`src/rtl/app_pkg.sv`:
```
// Shared types and constants for the APP channel control core.
//   - sequencer state encoding
//   - event-word field widths and default parameter values
package app_pkg;

  localparam int unsigned META_W    = 8;   // metadata tag width
  localparam int unsigned TO_W      = 4;   // timeout threshold / cycle counter width

  localparam int unsigned DEPTH_DEF = 8;
  localparam int unsigned TOT_W_DEF = 8;
  localparam int unsigned TS_W_DEF  = 16;

  typedef enum logic [2:0] {
    ST_IDLE,
    ST_INTEG,
    ST_RST,
    ST_TIMEOUT,
    ST_HOLD
  } seq_state_e;

  // Event word is {metadata, width, timestamp}
  function automatic int unsigned event_w(input int unsigned tot_w, input int unsigned ts_w);
    return META_W + tot_w + ts_w;
  endfunction

endpackage

```
`src/rtl/amem_store.sv`:
```
// Circular-buffer event memory with registered read port.
// Ports:
//   clk, rst_ni        clock, synchronous active-low reset
//   wr_en_i/wr_data_i  event write request
//   rd_en_i            pop oldest event
//   rd_data_o/rd_valid_o  popped event, valid the cycle after rd_en_i
//   count_o/full_o/empty_o  occupancy status
//   overflow_o         sticky: a write was dropped
module amem_store #(
  parameter int unsigned DEPTH = 8,
  parameter int unsigned EW    = 32
) (
  input  logic                     clk,
  input  logic                     rst_ni,
  input  logic                     wr_en_i,
  input  logic [EW-1:0]            wr_data_i,
  input  logic                     rd_en_i,
  output logic [EW-1:0]            rd_data_o,
  output logic                     rd_valid_o,
  output logic [$clog2(DEPTH):0]   count_o,
  output logic                     full_o,
  output logic                     empty_o,
  output logic                     overflow_o
);

  localparam int unsigned AW = $clog2(DEPTH);
  localparam int unsigned CW = $clog2(DEPTH) + 1;

  logic [EW-1:0] mem_q [DEPTH];
  logic [AW-1:0] wr_ptr_q, wr_ptr_d;
  logic [AW-1:0] rd_ptr_q, rd_ptr_d;
  logic [CW-1:0] count_q, count_d;
  logic          full_q, full_d;
  logic          empty_q, empty_d;
  logic          ovf_q, ovf_d;
  logic [EW-1:0] rd_data_q, rd_data_d;
  logic          rd_valid_q, rd_valid_d;
  logic          do_rd, do_wr;

  // A read frees a slot in the same cycle, so a full buffer still accepts a concurrent write
  always_comb begin
    do_rd      = rd_en_i && !empty_q;
    do_wr      = wr_en_i && (!full_q || do_rd);
    wr_ptr_d   = do_wr ? wr_ptr_q + AW'(1) : wr_ptr_q;
    rd_ptr_d   = do_rd ? rd_ptr_q + AW'(1) : rd_ptr_q;
    count_d    = count_q + CW'(do_wr) - CW'(do_rd);
    full_d     = (count_d == CW'(DEPTH));
    empty_d    = (count_d == '0);
    ovf_d      = ovf_q || (wr_en_i && !do_wr);
    rd_data_d  = do_rd ? mem_q[rd_ptr_q] : rd_data_q;
    rd_valid_d = do_rd;
  end

  // Storage array carries no reset
  always_ff @(posedge clk) begin
    if (do_wr) begin
      mem_q[wr_ptr_q] <= wr_data_i;
    end
  end

  always_ff @(posedge clk) begin
    if (!rst_ni) begin
      wr_ptr_q   <= '0;
      rd_ptr_q   <= '0;
      count_q    <= '0;
      full_q     <= 1'b0;
      empty_q    <= 1'b1;
      ovf_q      <= 1'b0;
      rd_data_q  <= '0;
      rd_valid_q <= 1'b0;
    end else begin
      wr_ptr_q   <= wr_ptr_d;
      rd_ptr_q   <= rd_ptr_d;
      count_q    <= count_d;
      full_q     <= full_d;
      empty_q    <= empty_d;
      ovf_q      <= ovf_d;
      rd_data_q  <= rd_data_d;
      rd_valid_q <= rd_valid_d;
    end
  end

  assign rd_data_o  = rd_data_q;
  assign rd_valid_o = rd_valid_q;
  assign count_o    = count_q;
  assign full_o     = full_q;
  assign empty_o    = empty_q;
  assign overflow_o = ovf_q;

endmodule

```
`src/rtl/app_channel.sv`:
```
// Control core for one APP channel: integration sequencer with timeout,
// free-running timestamp, TOT width measurement and event memory.
// Ports:
//   clk, resetb_full     clock, synchronous active-low full reset
//   rst_init             synchronous soft re-init of the sequencer only
//   vcomp                comparator output
//   timeout_enable/timeout_threshold  integration timeout control (0 = off)
//   TOT, metadata        time-over-threshold pulse and its tag
//   rd_en                pop one event
//   rd_data/rd_valid     {metadata, width, timestamp}, valid one cycle after rd_en
//   count/full/empty/overflow  event memory status
//   int_reset/busy/timeout_flag  sequencer outputs
module app_channel
  import app_pkg::*;
#(
  parameter int unsigned DEPTH = DEPTH_DEF,
  parameter int unsigned TOT_W = TOT_W_DEF,
  parameter int unsigned TS_W  = TS_W_DEF
) (
  input  logic                            clk,
  input  logic                            resetb_full,
  input  logic                            rst_init,
  input  logic                            vcomp,
  input  logic                            timeout_enable,
  input  logic [TO_W-1:0]                 timeout_threshold,
  input  logic                            TOT,
  input  logic [META_W-1:0]               metadata,
  input  logic                            rd_en,
  output logic [META_W+TOT_W+TS_W-1:0]    rd_data,
  output logic                            rd_valid,
  output logic [$clog2(DEPTH):0]          count,
  output logic                            full,
  output logic                            empty,
  output logic                            overflow,
  output logic                            int_reset,
  output logic                            busy,
  output logic                            timeout_flag
);

  localparam int unsigned EW = event_w(TOT_W, TS_W);

  // ---------------- sequencer ----------------
  seq_state_e      state_q, state_d;
  logic [TO_W-1:0] cnt_q, cnt_d;
  logic            int_reset_q, int_reset_d;
  logic            tflag_q, tflag_d;
  logic            busy_q, busy_d;

  always_comb begin
    state_d     = state_q;
    cnt_d       = cnt_q;
    unique case (state_q)
      ST_IDLE: begin
        if (vcomp) begin
          state_d = ST_INTEG;
          cnt_d   = TO_W'(1);
        end
      end
      ST_INTEG: begin
        cnt_d = cnt_q + TO_W'(1);
        if (!vcomp) begin
          state_d = ST_RST;
        end else if (timeout_enable && (timeout_threshold != '0) &&
                     (cnt_q == timeout_threshold)) begin
          state_d = ST_TIMEOUT;
        end
      end
      ST_RST:     state_d = ST_IDLE;
      ST_TIMEOUT: state_d = ST_HOLD;
      // A timed-out pulse must end before a new integration can start
      ST_HOLD: begin
        if (!vcomp) begin
          state_d = ST_IDLE;
        end
      end
      default:    state_d = ST_IDLE;
    endcase
    if (rst_init) begin
      state_d = ST_IDLE;
      cnt_d   = '0;
    end
    // Pulses are registered, so they appear one cycle after RST/TIMEOUT is entered
    int_reset_d = (state_q == ST_RST) || (state_q == ST_TIMEOUT);
    tflag_d     = (state_q == ST_TIMEOUT);
    busy_d      = (state_d != ST_IDLE);
  end

  always_ff @(posedge clk) begin
    if (!resetb_full) begin
      state_q     <= ST_IDLE;
      cnt_q       <= '0;
      int_reset_q <= 1'b0;
      tflag_q     <= 1'b0;
      busy_q      <= 1'b0;
    end else begin
      state_q     <= state_d;
      cnt_q       <= cnt_d;
      int_reset_q <= int_reset_d;
      tflag_q     <= tflag_d;
      busy_q      <= busy_d;
    end
  end

  assign int_reset    = int_reset_q;
  assign timeout_flag = tflag_q;
  assign busy         = busy_q;

  // ---------------- timestamp and TOT measurement ----------------
  logic [TS_W-1:0]   ts_q, ts_d;
  logic              tot_q;
  logic              cap_q, cap_d;
  logic [META_W-1:0] meta_q, meta_d;
  logic [TOT_W-1:0]  width_q, width_d;
  logic [TS_W-1:0]   tsc_q, tsc_d;
  logic              wr_q, wr_d;

  // cap_q guards against writing a pulse whose rising edge was never seen
  always_comb begin
    ts_d    = ts_q + TS_W'(1);
    cap_d   = cap_q;
    meta_d  = meta_q;
    width_d = width_q;
    tsc_d   = tsc_q;
    wr_d    = 1'b0;
    if (TOT && !tot_q) begin
      cap_d   = 1'b1;
      meta_d  = metadata;
      tsc_d   = ts_q;
      width_d = TOT_W'(1);
    end else if (TOT && cap_q) begin
      if (width_q != {TOT_W{1'b1}}) begin
        width_d = width_q + TOT_W'(1);
      end
    end else if (!TOT && tot_q && cap_q) begin
      cap_d = 1'b0;
      wr_d  = 1'b1;
    end
  end

  // tot_q resets high so a pulse already in progress at reset release is ignored
  always_ff @(posedge clk) begin
    if (!resetb_full) begin
      ts_q    <= '0;
      tot_q   <= 1'b1;
      cap_q   <= 1'b0;
      meta_q  <= '0;
      width_q <= '0;
      tsc_q   <= '0;
      wr_q    <= 1'b0;
    end else begin
      ts_q    <= ts_d;
      tot_q   <= TOT;
      cap_q   <= cap_d;
      meta_q  <= meta_d;
      width_q <= width_d;
      tsc_q   <= tsc_d;
      wr_q    <= wr_d;
    end
  end

  // ---------------- event memory ----------------
  amem_store #(
    .DEPTH (DEPTH),
    .EW    (EW)
  ) u_store (
    .clk        (clk),
    .rst_ni     (resetb_full),
    .wr_en_i    (wr_q),
    .wr_data_i  ({meta_q, width_q, tsc_q}),
    .rd_en_i    (rd_en),
    .rd_data_o  (rd_data),
    .rd_valid_o (rd_valid),
    .count_o    (count),
    .full_o     (full),
    .empty_o    (empty),
    .overflow_o (overflow)
  );

endmodule

```
`config.mk`:
```
export PLATFORM = sky130hd
export DESIGN_NAME = app_channel
export DESIGN_NICKNAME = d
export VERILOG_FILES = /design/src/rtl/app_pkg.sv /design/src/rtl/amem_store.sv /design/src/rtl/app_channel.sv
export SDC_FILE = /design/constraint.sdc
export NUM_CORES = 1
export LEC_CHECK = 0
export ABC_AREA = 1
export BUFFER_PORTS_ARGS = -buffer_cell sky130_fd_sc_hd__buf_2
export CORE_MARGIN = 2
export CORE_UTILIZATION = 60
export DETAILED_ROUTE_END_ITERATION = 10
export HOLD_SLACK_MARGIN = 0.05
export PLACE_DENSITY = 0.82
export SYNTH_ARGS = -nofsm -noshare
export SYNTH_HDL_FRONTEND = slang
export SYNTH_SLANG_ARGS = --single-unit
```
`constraint.sdc`:
```
create_clock -name clk -period 4.8 [get_ports clk]
set_input_delay 0.48 -clock clk [delete_from_list [all_inputs] [get_ports clk]]
set_output_delay 0.48 -clock clk [all_outputs]
set_load 0.05 [all_outputs]
```
==> metrics.log, run 1 <==
INFO  metric syn_area_per_cell = 9.448 um^2
INFO  metric number_of_global_route_vias_before_repair = 10,710
INFO  metric final_layout_size_suffix_gt1_share = 8.388%
INFO  metric layoutNonFillerInstCount = 1,999
INFO  metric total_leakage_power = 7.359 nW
INFO  metric cp_endpoint_kind = flop
INFO  metric cts_buffers = 36
INFO  metric post-route-drc-count = 0
INFO  metric synth_seq_cells = 363
INFO  metric dp_worst_setup_slack = 2026 ps
INFO  metric setup-violations-final = 0
INFO  metric chipWidth = 163.0 um
INFO  metric ir_worst_vdd = 0.3914 mV
INFO  metric final.fill_count = 1,791
INFO  metric final_common_cell = sky130_fd_sc_hd__nand2_1
INFO  metric hold_ep = meta_q[2]$_SDFFE_PN0P_
INFO  metric worstHoldStart = metadata[2]
INFO  metric max_clock_freq = 386.4 MHz
INFO  metric finalCritPeriodShare = 53.92%
INFO  metric timing.hold.worst_path_depth = 3
INFO  metric post_synth_num_cell_types = 24
INFO  metric drt_pass1_iterations = 6
INFO  metric grt_first_pass_wirelength = 52,520 um
INFO  metric grt.overflow.total = 0
INFO  metric timing_hold_violations_final = 0
INFO  metric cts_tree = yes
INFO  metric synth_warnings = 0
INFO  metric antenna_found_initial = 0
INFO  metric cts-hold-fix-buffers = 0
INFO  metric dpl-instance-area = 15,690 um^2
INFO  metric synthesized_netlist_net_count = 1,634
INFO  metric post_cts.repair.setup_buffers = 0
INFO  metric post-route-worst-setup-slack = 2212 ps
INFO  metric skew = 13.98 ps
INFO  metric dp_wirelength = 18,050 um
INFO  metric layout_common_cells = sky130_fd_sc_hd__nand2_1, sky130_fd_sc_hd__inv_1, sky130_fd_sc_hd__edfxtp_1, sky130_fd_sc_hd__nand3_1, sky130_fd_sc_hd__dfxtp_1
INFO  metric tightestPinTransition = 1232 ps
INFO  metric rows = 58
INFO  metric relSlewSlack = 17.66%
INFO  metric run_status = completed
INFO  metric remaining_antenna_violation_count_after_routing = 0
INFO  metric criticalPathCategory = flop to flop
INFO  metric floorplan.initialDensity = 60.74%
INFO  metric finalCoreUtilization = 67.53%
INFO  metric post_synthesis_sequential_area_ratio = 64.82%
INFO  metric design.die.area = 26,560 um^2
INFO  metric floorplan.die.height = 163.0 um
INFO  metric routed_via_density = 5.396
INFO  metric power-per-cell-area = 451.7 nW/um^2
INFO  metric antenna_cells_inserted = 0
INFO  metric cp.required = 4920 ps
INFO  metric regToRegEndpoint = u_store.mem_q[4][19]$_DFFE_PP_
INFO  metric synth.cell_area = 15,160 um^2
INFO  metric rr_startpoint = u_store.empty_o$_SDFF_PN1_
INFO  metric number_of_cells_in_the_design_after_placement = 1,935
INFO  metric grt_setup_unrepaired = no
INFO  metric ctsHtreeMaxLevel = 2
INFO  metric fin_crit = 2588 ps
INFO  metric track_usage = 25.29%
INFO  metric path_clk_slew = 60 ps
INFO  metric final.hold.worst_slack = 222.2 ps
INFO  metric critical_path.max_fanout = 32
INFO  metric synth_to_final_area_change = 11.17%
INFO  metric cts_sinks = 363
INFO  metric gp_congestion = 0.8223
INFO  metric fin_total_pwr = 7.615 mW
INFO  metric cp.arrival = 2710 ps
INFO  metric core_area = 24,960 um^2
INFO  metric postSynthCellCount = 1,605
INFO  metric r2r.worst_path.cells = 7
INFO  metric port_buffers = 61
INFO  metric detail_route.wl_per_cell = 16.43 um
INFO  metric postLayoutCellArea = 16,860 um^2
INFO  metric grt_max_degree = 97
INFO  metric final_net_count = 1,672
INFO  metric drt-initial-drc-count = 1,155
INFO  metric holdCritPathClass = input pin to flop
INFO  metric ios = 62
INFO  metric max_cap_violations = 0
INFO  metric cts-resized-gates = 0
INFO  metric register_to_register_setup_slack = 2210 ps
INFO  metric tns = 0 ps
INFO  metric timing.final.max_slew_violations = 0
INFO  metric vias = 10,790
INFO  metric insertion_delay = 510 ps
INFO  metric clk_path_buf_depth = 3
INFO  metric finalWirelength = 32,840 um
INFO  metric clock_tree.root_cell = sky130_fd_sc_hd__clkbuf_16
INFO  metric startpoint_type = flop
[final cells by class]
class | instances | area (um^2) | area share (%)
clock inverters | 20 | 170.2 | 1.009
inverters | 319 | 1199 | 7.111
clock buffers | 44 | 993.5 | 5.893
well taps | 330 | 412.9 | 2.449
repair buffers | 70 | 372.9 | 2.212
multi-input cells | 853 | 3875 | 22.99
flip-flops and latches | 363 | 9834 | 58.34
[worst max-delay path, stage by stage (launching register included)]
cell                      delay, ps
sky130_fd_sc_hd__dfxtp_1        310
sky130_fd_sc_hd__inv_1           40
sky130_fd_sc_hd__nand2_1        160
sky130_fd_sc_hd__nand2_1        110
sky130_fd_sc_hd__nand2_1        120
sky130_fd_sc_hd__inv_1          150
sky130_fd_sc_hd__nand2_1        300
sky130_fd_sc_hd__nor2_4        1000
[sequential cells by signal (all words and copies together), names as in the netlist, 3 cells and up]
name	flops
meta_q	8
width_q	8
state_q	3
u_store.wr_ptr_q	3
ts_q	16
u_store.count_o	4
u_store.rd_ptr_q	3
tsc_q	16
u_store.rd_data_o	32
u_store.mem_q	256
cnt_q	4
[cell families (layout without fill, tap and decap cells)]
logic type	after synthesis	count (layout)	share of synthesized area (%)
simple gates	690	690	19.02
compound gates	146	146	4.860
buf+inv	389	453	10.02
xor+xnor	7	7	0.4043
flops	363	363	64.82
fa+ha+maj	10	10	0.8747
[Yosys cell counts, drive strengths merged]
cell type	n	area, um^2
nand4	5	31.28
nor3	2	10.01
o21bai	1	7.510
fa	1	20.02
xor2	5	43.79
o22ai	1	6.260
nand3	216	1081
xnor2	2	17.52
o21ai	72	360.4
a21oi	71	355.3
edfxtp	256	7687
o211ai	1	7.510
buf	51	250.2
dfxtp	107	2142
ha	9	112.6
nand2	383	1440
clkbuf	19	71.32
inv	319	1197
nor2	82	307.8
or2	1	6.260
nand3b	1	7.510
[routing by layer]
metal	part of all wire, %	vias up	GRT usage (%)
met1	39	5110	31.98
met5	0	-	0
li1	-	5212	-
met4	2.6	0	9.413
met3	7.1	64	4.125
met2	51	400	44.03
[report_power, final]
part | total (mW) | internal, mW | leakage (nW) | switching, mW
registers | 3.54 | 3.45 | 3.24 | 0.0958
logic | 1.31 | 0.341 | 3.54 | 0.965
clock network | 2.77 | 1.63 | 0.578 | 1.13
total | 7.61 | 5.42 | 7.36 | 2.20
[worst max path at each step]
stage                     cells past startpoint                        endpoint  slack (ps)                  startpoint
after detailed placement                      7  u_store.mem_q[4][26]$_DFFE_PP_        2030                       rd_en
final                                         7  u_store.mem_q[4][19]$_DFFE_PP_        2210  u_store.empty_o$_SDFF_PN1_
after floorplan                               7   u_store.mem_q[0][0]$_DFFE_PP_        1930  u_store.empty_o$_SDFF_PN1_
after global routing                          7  u_store.mem_q[4][11]$_DFFE_PP_        1980  u_store.empty_o$_SDFF_PN1_
after CTS                                     7  u_store.mem_q[4][19]$_DFFE_PP_        2210  u_store.empty_o$_SDFF_PN1_
after global placement                        7   u_store.mem_q[4][5]$_DFFE_PP_        2180                       rd_en
No activity file was read; power rests on OpenSTA's default activity.
==> run 2: changes to the inputs <==
==> constraint.sdc (replaced) <==
create_clock -name clk -period 2.5 [get_ports clk]
set_input_delay 0.25 -clock clk [delete_from_list [all_inputs] [get_ports clk]]
set_output_delay 0.25 -clock clk [all_outputs]
set_load 0.05 [all_outputs]
==> metrics.log, run 2 (synthesis results as in run 1) <==
INFO  metric routed_via_density = 5.494 (+1.8%)
INFO  metric tns = 0 ps (unchanged)
INFO  metric final.hold.worst_slack = 60.15 ps (-162.1 ps)
INFO  metric critical_path.max_fanout = 8 (-75%)
INFO  metric cp_endpoint_kind = flop
INFO  metric worst_path_most_repeated_cell = sky130_fd_sc_hd__inv_1
INFO  metric cts_tree = yes
INFO  metric floorplan.die.height = 163.0 um (unchanged)
INFO  metric slowest_stage = sky130_fd_sc_hd__fa_1
INFO  metric finalCoreUtilization = 68.60% (+1.1 points)
INFO  metric remaining_antenna_violation_count_after_routing = 0 (unchanged)
INFO  metric skew = 17.10 ps (+3.123 ps)
INFO  metric rr_startpoint = u_store.empty_o$_SDFF_PN1_
INFO  metric cp.required = 2930 ps (-1990 ps)
INFO  metric total_leakage_power = 7.460 nW (+1.4%)
INFO  metric ios = 62 (unchanged)
INFO  metric grt_max_degree = 79 (-19%)
INFO  metric timing.final.max_slew_violations = 0 (unchanged)
INFO  metric crit_chain = inv_1, nand2_1, inv_2, ha_1, inv_1, ha_1, inv_1, fa_1, xor2_1, nand3b_1, o21ai_0
INFO  metric dp_worst_setup_slack = 403.5 ps (-1622 ps)
INFO  metric ctsHtreeMaxLevel = 2 (unchanged)
INFO  metric final_layout_size_suffix_gt1_share = 8.639% (+0.25 points)
INFO  metric timing.critical_path.max_delay_family = adder cells
INFO  metric track_usage = 26.69% (+1.4 points)
INFO  metric max_cap_violations = 0 (unchanged)
INFO  metric cp.arrival = 2580 ps (-130 ps)
INFO  metric power-per-cell-area = 848.7 nW/um^2 (+88%)
INFO  metric core_area = 24,960 um^2 (unchanged)
INFO  metric timing_hold_violations_final = 0 (unchanged)
INFO  metric detail_route.wl_per_cell = 17.10 um (+4.1%)
INFO  metric synth_to_final_area_change = 12.95%
INFO  metric drt-initial-drc-count = 1,243 (+7.6%)
INFO  metric dpl-instance-area = 15,940 um^2 (+1.6%)
INFO  metric clk_path_buf_depth = 3 (unchanged)
INFO  metric final_common_cell = sky130_fd_sc_hd__nand2_1
INFO  metric criticalPathCategory = flop to flop
INFO  metric cts_buffers = 36 (unchanged)
INFO  metric number_of_global_route_vias_before_repair = 11,200 (+4.6%)
INFO  metric setup-violations-final = 0 (unchanged)
INFO  metric antenna_cells_inserted = 0 (unchanged)
INFO  metric post-route-worst-setup-slack = 351.0 ps (-1861 ps)
INFO  metric path_clk_slew = 60 ps (about the same)
INFO  metric vias = 11,100 (+2.9%)
INFO  metric startpoint_type = flop
INFO  metric drt_pass1_iterations = 7 (+1)
INFO  metric insertion_delay = 510 ps (about the same)
INFO  metric tightestPinTransition = 754.1 ps (-478.2 ps)
INFO  metric rows = 58 (unchanged)
INFO  metric final_net_count = 1,693 (+1.3%)
INFO  metric grt_first_pass_wirelength = 55,130 um (+5.0%)
INFO  metric design.die.area = 26,560 um^2 (unchanged)
INFO  metric gp_congestion = 0.8278 (+0.67%)
INFO  metric postLayoutCellArea = 17,130 um^2 (+1.6%)
INFO  metric clock_tree.root_cell = sky130_fd_sc_hd__clkbuf_16
INFO  metric cp-startpoint = u_store.empty_o$_SDFF_PN1_
INFO  metric floorplan.initialDensity = 60.74% (unchanged)
INFO  metric cts-resized-gates = 0 (unchanged)
INFO  metric holdCritPathClass = input pin to flop
INFO  metric critPathBufInv = 4 (+2)
INFO  metric cts_sinks = 363 (unchanged)
INFO  metric relSlewSlack = 49.73% (+32 points)
INFO  metric dp_wirelength = 18,190 um (+0.75%)
INFO  metric antenna_found_initial = 0 (unchanged)
INFO  metric chipWidth = 163.0 um (unchanged)
INFO  metric fin_crit = 2149 ps (-439.2 ps)
INFO  metric run_status = completed
INFO  metric max_clock_freq = 465.3 MHz (+20%)
INFO  metric ir_worst_vdd = 0.8708 mV (+120%)
INFO  metric worstHoldStart = metadata[6]
INFO  metric regMostFlops = u_store.mem_q
INFO  metric layout_common_cells = sky130_fd_sc_hd__nand2_1, sky130_fd_sc_hd__inv_1, sky130_fd_sc_hd__edfxtp_1, sky130_fd_sc_hd__nand3_1, sky130_fd_sc_hd__dfxtp_1
INFO  metric finalWirelength = 34,540 um (+5.2%)
INFO  metric post-route-drc-count = 0 (unchanged)
INFO  metric grt.overflow.total = 0 (unchanged)
INFO  metric port_buffers = 61 (unchanged)
INFO  metric max_stage_delay = 370 ps (-630 ps)
INFO  metric finalCritPeriodShare = 85.96% (+32 points)
INFO  metric grt_setup_unrepaired = no
INFO  metric largest_reg_flops = 256 (unchanged)
-- run 2: cell types whose count changed in the layout (fill, tap and decap cells not counted), sizes merged --
cell | before | now
clkbuf | 44 | 48
buf | 70 | 83
clkinv | 17 | 14
bufinv | 3 | 2
dlygate4sd3 | 0 | 8
-- run 2: per-stage QoR --
step | cells | power [mW]
2_1_floorplan | 1605 | 8.825
3_3_place_gp | 1948 | 9.389
3_5_place_dp | 1948 | 9.476
4_1_cts | 2020 | 14.58
5_1_grt | 2020 | 15.09
6_report | 2020 | 14.54
-- run 2: worst paths after layout --
kind / endpoint / slack, ps / cells past startpoint
worst min register to register: u_store.overflow_o$_SDFF_PN0_ / 460 / 2
worst max-delay path: u_store.empty_o$_SDFF_PN1_ / 350 / 11
worst min-delay path: meta_q[6]$_SDFFE_PN0P_ / 60 / 3
worst max register to register: u_store.empty_o$_SDFF_PN1_ / 350 / 11
-- run 2: worst register-to-register path, cell delays in order, from the launching register on --
cell and delay, ps:
sky130_fd_sc_hd__dfxtp_2 330, sky130_fd_sc_hd__inv_1 40, sky130_fd_sc_hd__nand2_1 200, sky130_fd_sc_hd__inv_2 70
sky130_fd_sc_hd__ha_1 270, sky130_fd_sc_hd__inv_1 70, sky130_fd_sc_hd__ha_1 180, sky130_fd_sc_hd__inv_1 70
sky130_fd_sc_hd__fa_1 370, sky130_fd_sc_hd__xor2_1 190, sky130_fd_sc_hd__nand3b_1 120, sky130_fd_sc_hd__o21ai_0 170
-- run 2: final cells by class --
type	instances	area [um^2]
fill	1734	7838
sequential	363	9836
tap	330	412.9
timing repair buffer	91	700.7
clock inverter	16	126.4
multi-input combinational	853	3875
clock buffer	48	977.2
inverter	319	1199
-- run 2: what timing repair did --
action | 4_1_cts | 5_1_grt
buffers inserted | 0 | 0
setup endpoints to repair | 0 | 0
hold endpoints to repair | 9 | 0
hold buffers | 8 | 0
-- run 2: per-layer routing --
| metal | share of wire [%] | global-route usage (%) | wire length (um) | up-vias |
|---|---|---|---|---|
| met3 | 8.4 | 5.067 | 2902 | 113 |
| met2 | 50 | 45.94 | 17240 | 541 |
| met4 | 3.8 | 12.67 | 1297 | 0 |
| met5 | 0 | 0 | 0 | - |
| met1 | 38 | 32.57 | 13100 | 5190 |
| li1 | - | - | - | 5253 |
-- run 2: power breakdown --
group          leakage (nW)  internal (mW)  switching, mW
Clock                 0.536           2.95           2.17
Combinational          3.68          0.706           1.91
Sequential             3.24           6.62          0.171
==> run 3: changes to the inputs <==
--- a/config.mk
+++ b/config.mk
@@ -8,10 +8,11 @@
 export ABC_AREA = 1
 export BUFFER_PORTS_ARGS = -buffer_cell sky130_fd_sc_hd__buf_2
 export CORE_MARGIN = 2
-export CORE_UTILIZATION = 60
+export CORE_UTILIZATION = 36
 export DETAILED_ROUTE_END_ITERATION = 10
+export GPL_TIMING_DRIVEN = 0
 export HOLD_SLACK_MARGIN = 0.05
-export PLACE_DENSITY = 0.82
+export PLACE_DENSITY = 0.55
 export SYNTH_ARGS = -nofsm -noshare
 export SYNTH_HDL_FRONTEND = slang
 export SYNTH_SLANG_ARGS = --single-unit
==> metrics.log, run 3 (synthesis results as in run 1) <==
INFO  metric timing.hold.worst_path_depth = 4 (+1)
INFO  metric regToRegEndpoint = u_store.empty_o$_SDFF_PN1_
INFO  metric rows = 75 (+29%)
INFO  metric relSlewSlack = 35.20% (-15 points)
INFO  metric ctsHtreeMaxLevel = 2 (unchanged)
INFO  metric number_of_global_route_vias_before_repair = 10,510 (-6.1%)
INFO  metric path_clk_slew = 60 ps (about the same)
INFO  metric fin_crit = 2384 ps (+234.8 ps)
INFO  metric insertion_delay = 550 ps (+40 ps)
INFO  metric final_layout_size_suffix_gt1_share = 10.44% (+1.8 points)
INFO  metric dp_wirelength = 26,210 um (+44%)
INFO  metric post-route-drc-count = 0 (unchanged)
INFO  metric max_clock_freq = 419.5 MHz (-9.8%)
INFO  metric port_buffers = 61 (unchanged)
INFO  metric synth_to_final_area_change = 17.46%
INFO  metric core_area = 41,760 um^2 (+67%)
INFO  metric finalCoreUtilization = 42.65% (-26 points)
INFO  metric critical_path.max_fanout = 19 (+11)
INFO  metric routed_via_density = 4.773 (-13%)
INFO  metric setup-violations-final = 0 (unchanged)
INFO  metric drt-initial-drc-count = 793 (-36%)
INFO  metric regMostFlops = u_store.mem_q
INFO  metric floorplan.initialDensity = 36.31% (-24 points)
INFO  metric hold_ep = state_q[1]$_SDFF_PN0_
INFO  metric holdCritPathClass = input pin to flop
INFO  metric cts_tree = yes
INFO  metric chipWidth = 209.2 um (+28%)
INFO  metric max_cap_violations = 0 (unchanged)
INFO  metric final.hold.worst_slack = 70.98 ps (+10.83 ps)
INFO  metric power-per-cell-area = 876.4 nW/um^2 (+3.3%)
INFO  metric clock_tree.root_cell = sky130_fd_sc_hd__clkbuf_16
INFO  metric detail_route.wl_per_cell = 17.95 um (+5.0%)
INFO  metric remaining_antenna_violation_count_after_routing = 0 (unchanged)
INFO  metric vias = 10,980 (-1.0%)
INFO  metric antenna_cells_inserted = 0 (unchanged)
INFO  metric grt_max_degree = 23 (-71%)
INFO  metric run_status = completed
INFO  metric criticalPathCategory = flop to flop
INFO  metric grt.overflow.total = 0 (unchanged)
INFO  metric skew = 11.15 ps (-5.947 ps)
INFO  metric finalWirelength = 41,300 um (+20%)
INFO  metric track_usage = 19.23% (-7.5 points)
INFO  metric cts_sinks = 363 (unchanged)
INFO  metric ios = 62 (unchanged)
INFO  metric cp.required = 2960 ps (+30 ps)
INFO  metric cp.arrival = 2850 ps (+270 ps)
INFO  metric drt_pass1_iterations = 5 (-2)
INFO  metric grt_setup_unrepaired = no
INFO  metric cp_endpoint_kind = flop
INFO  metric finalCritPeriodShare = 95.35% (+9.4 points)
INFO  metric largest_reg_flops = 256 (unchanged)
INFO  metric worstHoldStart = vcomp
INFO  metric antenna_found_initial = 1 (+1)
INFO  metric layout_common_cells = sky130_fd_sc_hd__nand2_1, sky130_fd_sc_hd__inv_1, sky130_fd_sc_hd__edfxtp_1, sky130_fd_sc_hd__nand3_1
INFO  metric timing.final.max_slew_violations = 0 (unchanged)
INFO  metric ir_worst_vdd = 0.7851 mV (-9.8%)
INFO  metric gp_congestion = 0.8070 (-2.5%)
INFO  metric rr_startpoint = u_store.empty_o$_SDFF_PN1_
INFO  metric timing_hold_violations_final = 0 (unchanged)
INFO  metric final_common_cell = sky130_fd_sc_hd__nand2_1
INFO  metric cts_buffers = 41 (+14%)
INFO  metric grt_first_pass_wirelength = 62,700 um (+14%)
INFO  metric clk_path_buf_depth = 3 (unchanged)
INFO  metric total_leakage_power = 7.719 nW (+3.5%)
INFO  metric r2r.worst_path.cells = 12 (+1)
INFO  metric final_net_count = 1,758 (+3.8%)
INFO  metric startpoint_type = flop
INFO  metric tightestPinTransition = 969.6 ps (+215.6 ps)
INFO  metric final.fill_count = 3,968 (+130%)
INFO  metric design.die.area = 43,780 um^2 (+65%)
INFO  metric register_to_register_setup_slack = 120 ps (-230 ps)
INFO  metric floorplan.die.height = 209.2 um (+28%)
run 3: changes by cell type in the layout (fill, tap and decap cells not counted), moves of 2 or more:
cell / previous run / this run
sky130_fd_sc_hd__buf_1: 0 / 4
sky130_fd_sc_hd__buf_12: 12 / 6
sky130_fd_sc_hd__buf_16: 0 / 2
sky130_fd_sc_hd__buf_2: 61 / 106
sky130_fd_sc_hd__buf_4: 10 / 1
sky130_fd_sc_hd__clkbuf_1: 10 / 36
sky130_fd_sc_hd__clkbuf_16: 37 / 43
sky130_fd_sc_hd__clkbuf_8: 1 / 3
sky130_fd_sc_hd__clkinv_2: 5 / 3
sky130_fd_sc_hd__dfxtp_1: 104 / 106
sky130_fd_sc_hd__dlygate4sd3_1: 8 / 12
run 3: worst max-delay path by stage:
stage                                    endpoint  slack [ps]                       start  cells after the start
finish                 u_store.empty_o$_SDFF_PN1_         120  u_store.empty_o$_SDFF_PN1_                     12
global route           u_store.empty_o$_SDFF_PN1_          10  u_store.empty_o$_SDFF_PN1_                     12
CTS                    u_store.empty_o$_SDFF_PN1_          30  u_store.empty_o$_SDFF_PN1_                     13
detailed placement     u_store.empty_o$_SDFF_PN1_        -440                       rd_en                     13
global placement    u_store.mem_q[6][2]$_DFFE_PP_       -2060  u_store.empty_o$_SDFF_PN1_                      7
floorplan           u_store.mem_q[0][0]$_DFFE_PP_        -270  u_store.empty_o$_SDFF_PN1_                      7
run 3: worst max-delay path, cell delays in order (launching register included):
cell and delay, ps:
sky130_fd_sc_hd__dfxtp_2 310, sky130_fd_sc_hd__inv_1 80, sky130_fd_sc_hd__nand2_4 110, sky130_fd_sc_hd__inv_2 100, sky130_fd_sc_hd__buf_6 230, sky130_fd_sc_hd__ha_1 270
sky130_fd_sc_hd__inv_1 60, sky130_fd_sc_hd__ha_1 180, sky130_fd_sc_hd__inv_1 60, sky130_fd_sc_hd__fa_1 380, sky130_fd_sc_hd__xor2_1 200, sky130_fd_sc_hd__nand3b_1 160
sky130_fd_sc_hd__o21ai_2 150
run 3: area by class of cell:
| class | instances | area [um^2] | area share [%] |
|---|---|---|---|
| Buffer | 69 | 322.8 | 1.812 |
| Clock buffer | 63 | 1181 | 6.632 |
| Clock inverter | 13 | 110.1 | 0.6182 |
| Inverter | 319 | 1197 | 6.723 |
| Multi-Input combinational cell | 853 | 3886 | 21.82 |
| Sequential cell | 363 | 9831 | 55.20 |
| Tap cell | 539 | 674.4 | 3.786 |
| Timing Repair Buffer | 82 | 608.1 | 3.414 |
run 3: through the flow:
| step | std cells | setup TNS [ps] | setup WS [ps] | instance area, um^2 | total power, mW |
|---|---|---|---|---|---|
| 4_1_cts | 2302 | 0 | 32.23 | 17820 | 15.69 |
| 3_5_place_dp | 2213 | -1205 | -438.3 | 16380 | 9.830 |
| 6_report | 2301 | 0 | 116.2 | 17810 | 15.61 |
| 2_1_floorplan | 1605 | -34610 | -270.4 | 15170 | 8.825 |
| 3_3_place_gp | 2205 | -337390 | -2058 | 16150 | 9.787 |
| 5_1_grt | 2301 | 0 | 12.66 | 17810 | 16.21 |
run 3: power breakdown:
group | leakage, nW | switching, mW | internal, mW
Clock | 0.627 | 2.38 | 3.46
Combinational | 3.85 | 2.22 | 0.777
Sequential | 3.24 | 0.162 | 6.62
Total | 7.72 | 4.76 | 10.9
run 3: per-layer routing:
metal  vias to the layer above  wire length (um)  GRT usage [%]
met5                         -                 0              0
met2                       337             19280          31.52
met4                         0               957          6.305
li1                       5395                 -              -
met1                      5189             18150          25.97
met3                        61              2912          3.291
run 3: repair_timing:
| action | 4_1_cts | 5_1_grt |
|---|---|---|
| endpoints found under the hold margin | 17 | 0 |
| pin swaps | 0 | 2 |
| setup buffers | 1 | 0 |
| resized for setup | 8 | 2 |
| hold buffers | 12 | 0 |
| endpoints found under the setup margin | 5 | 3 |
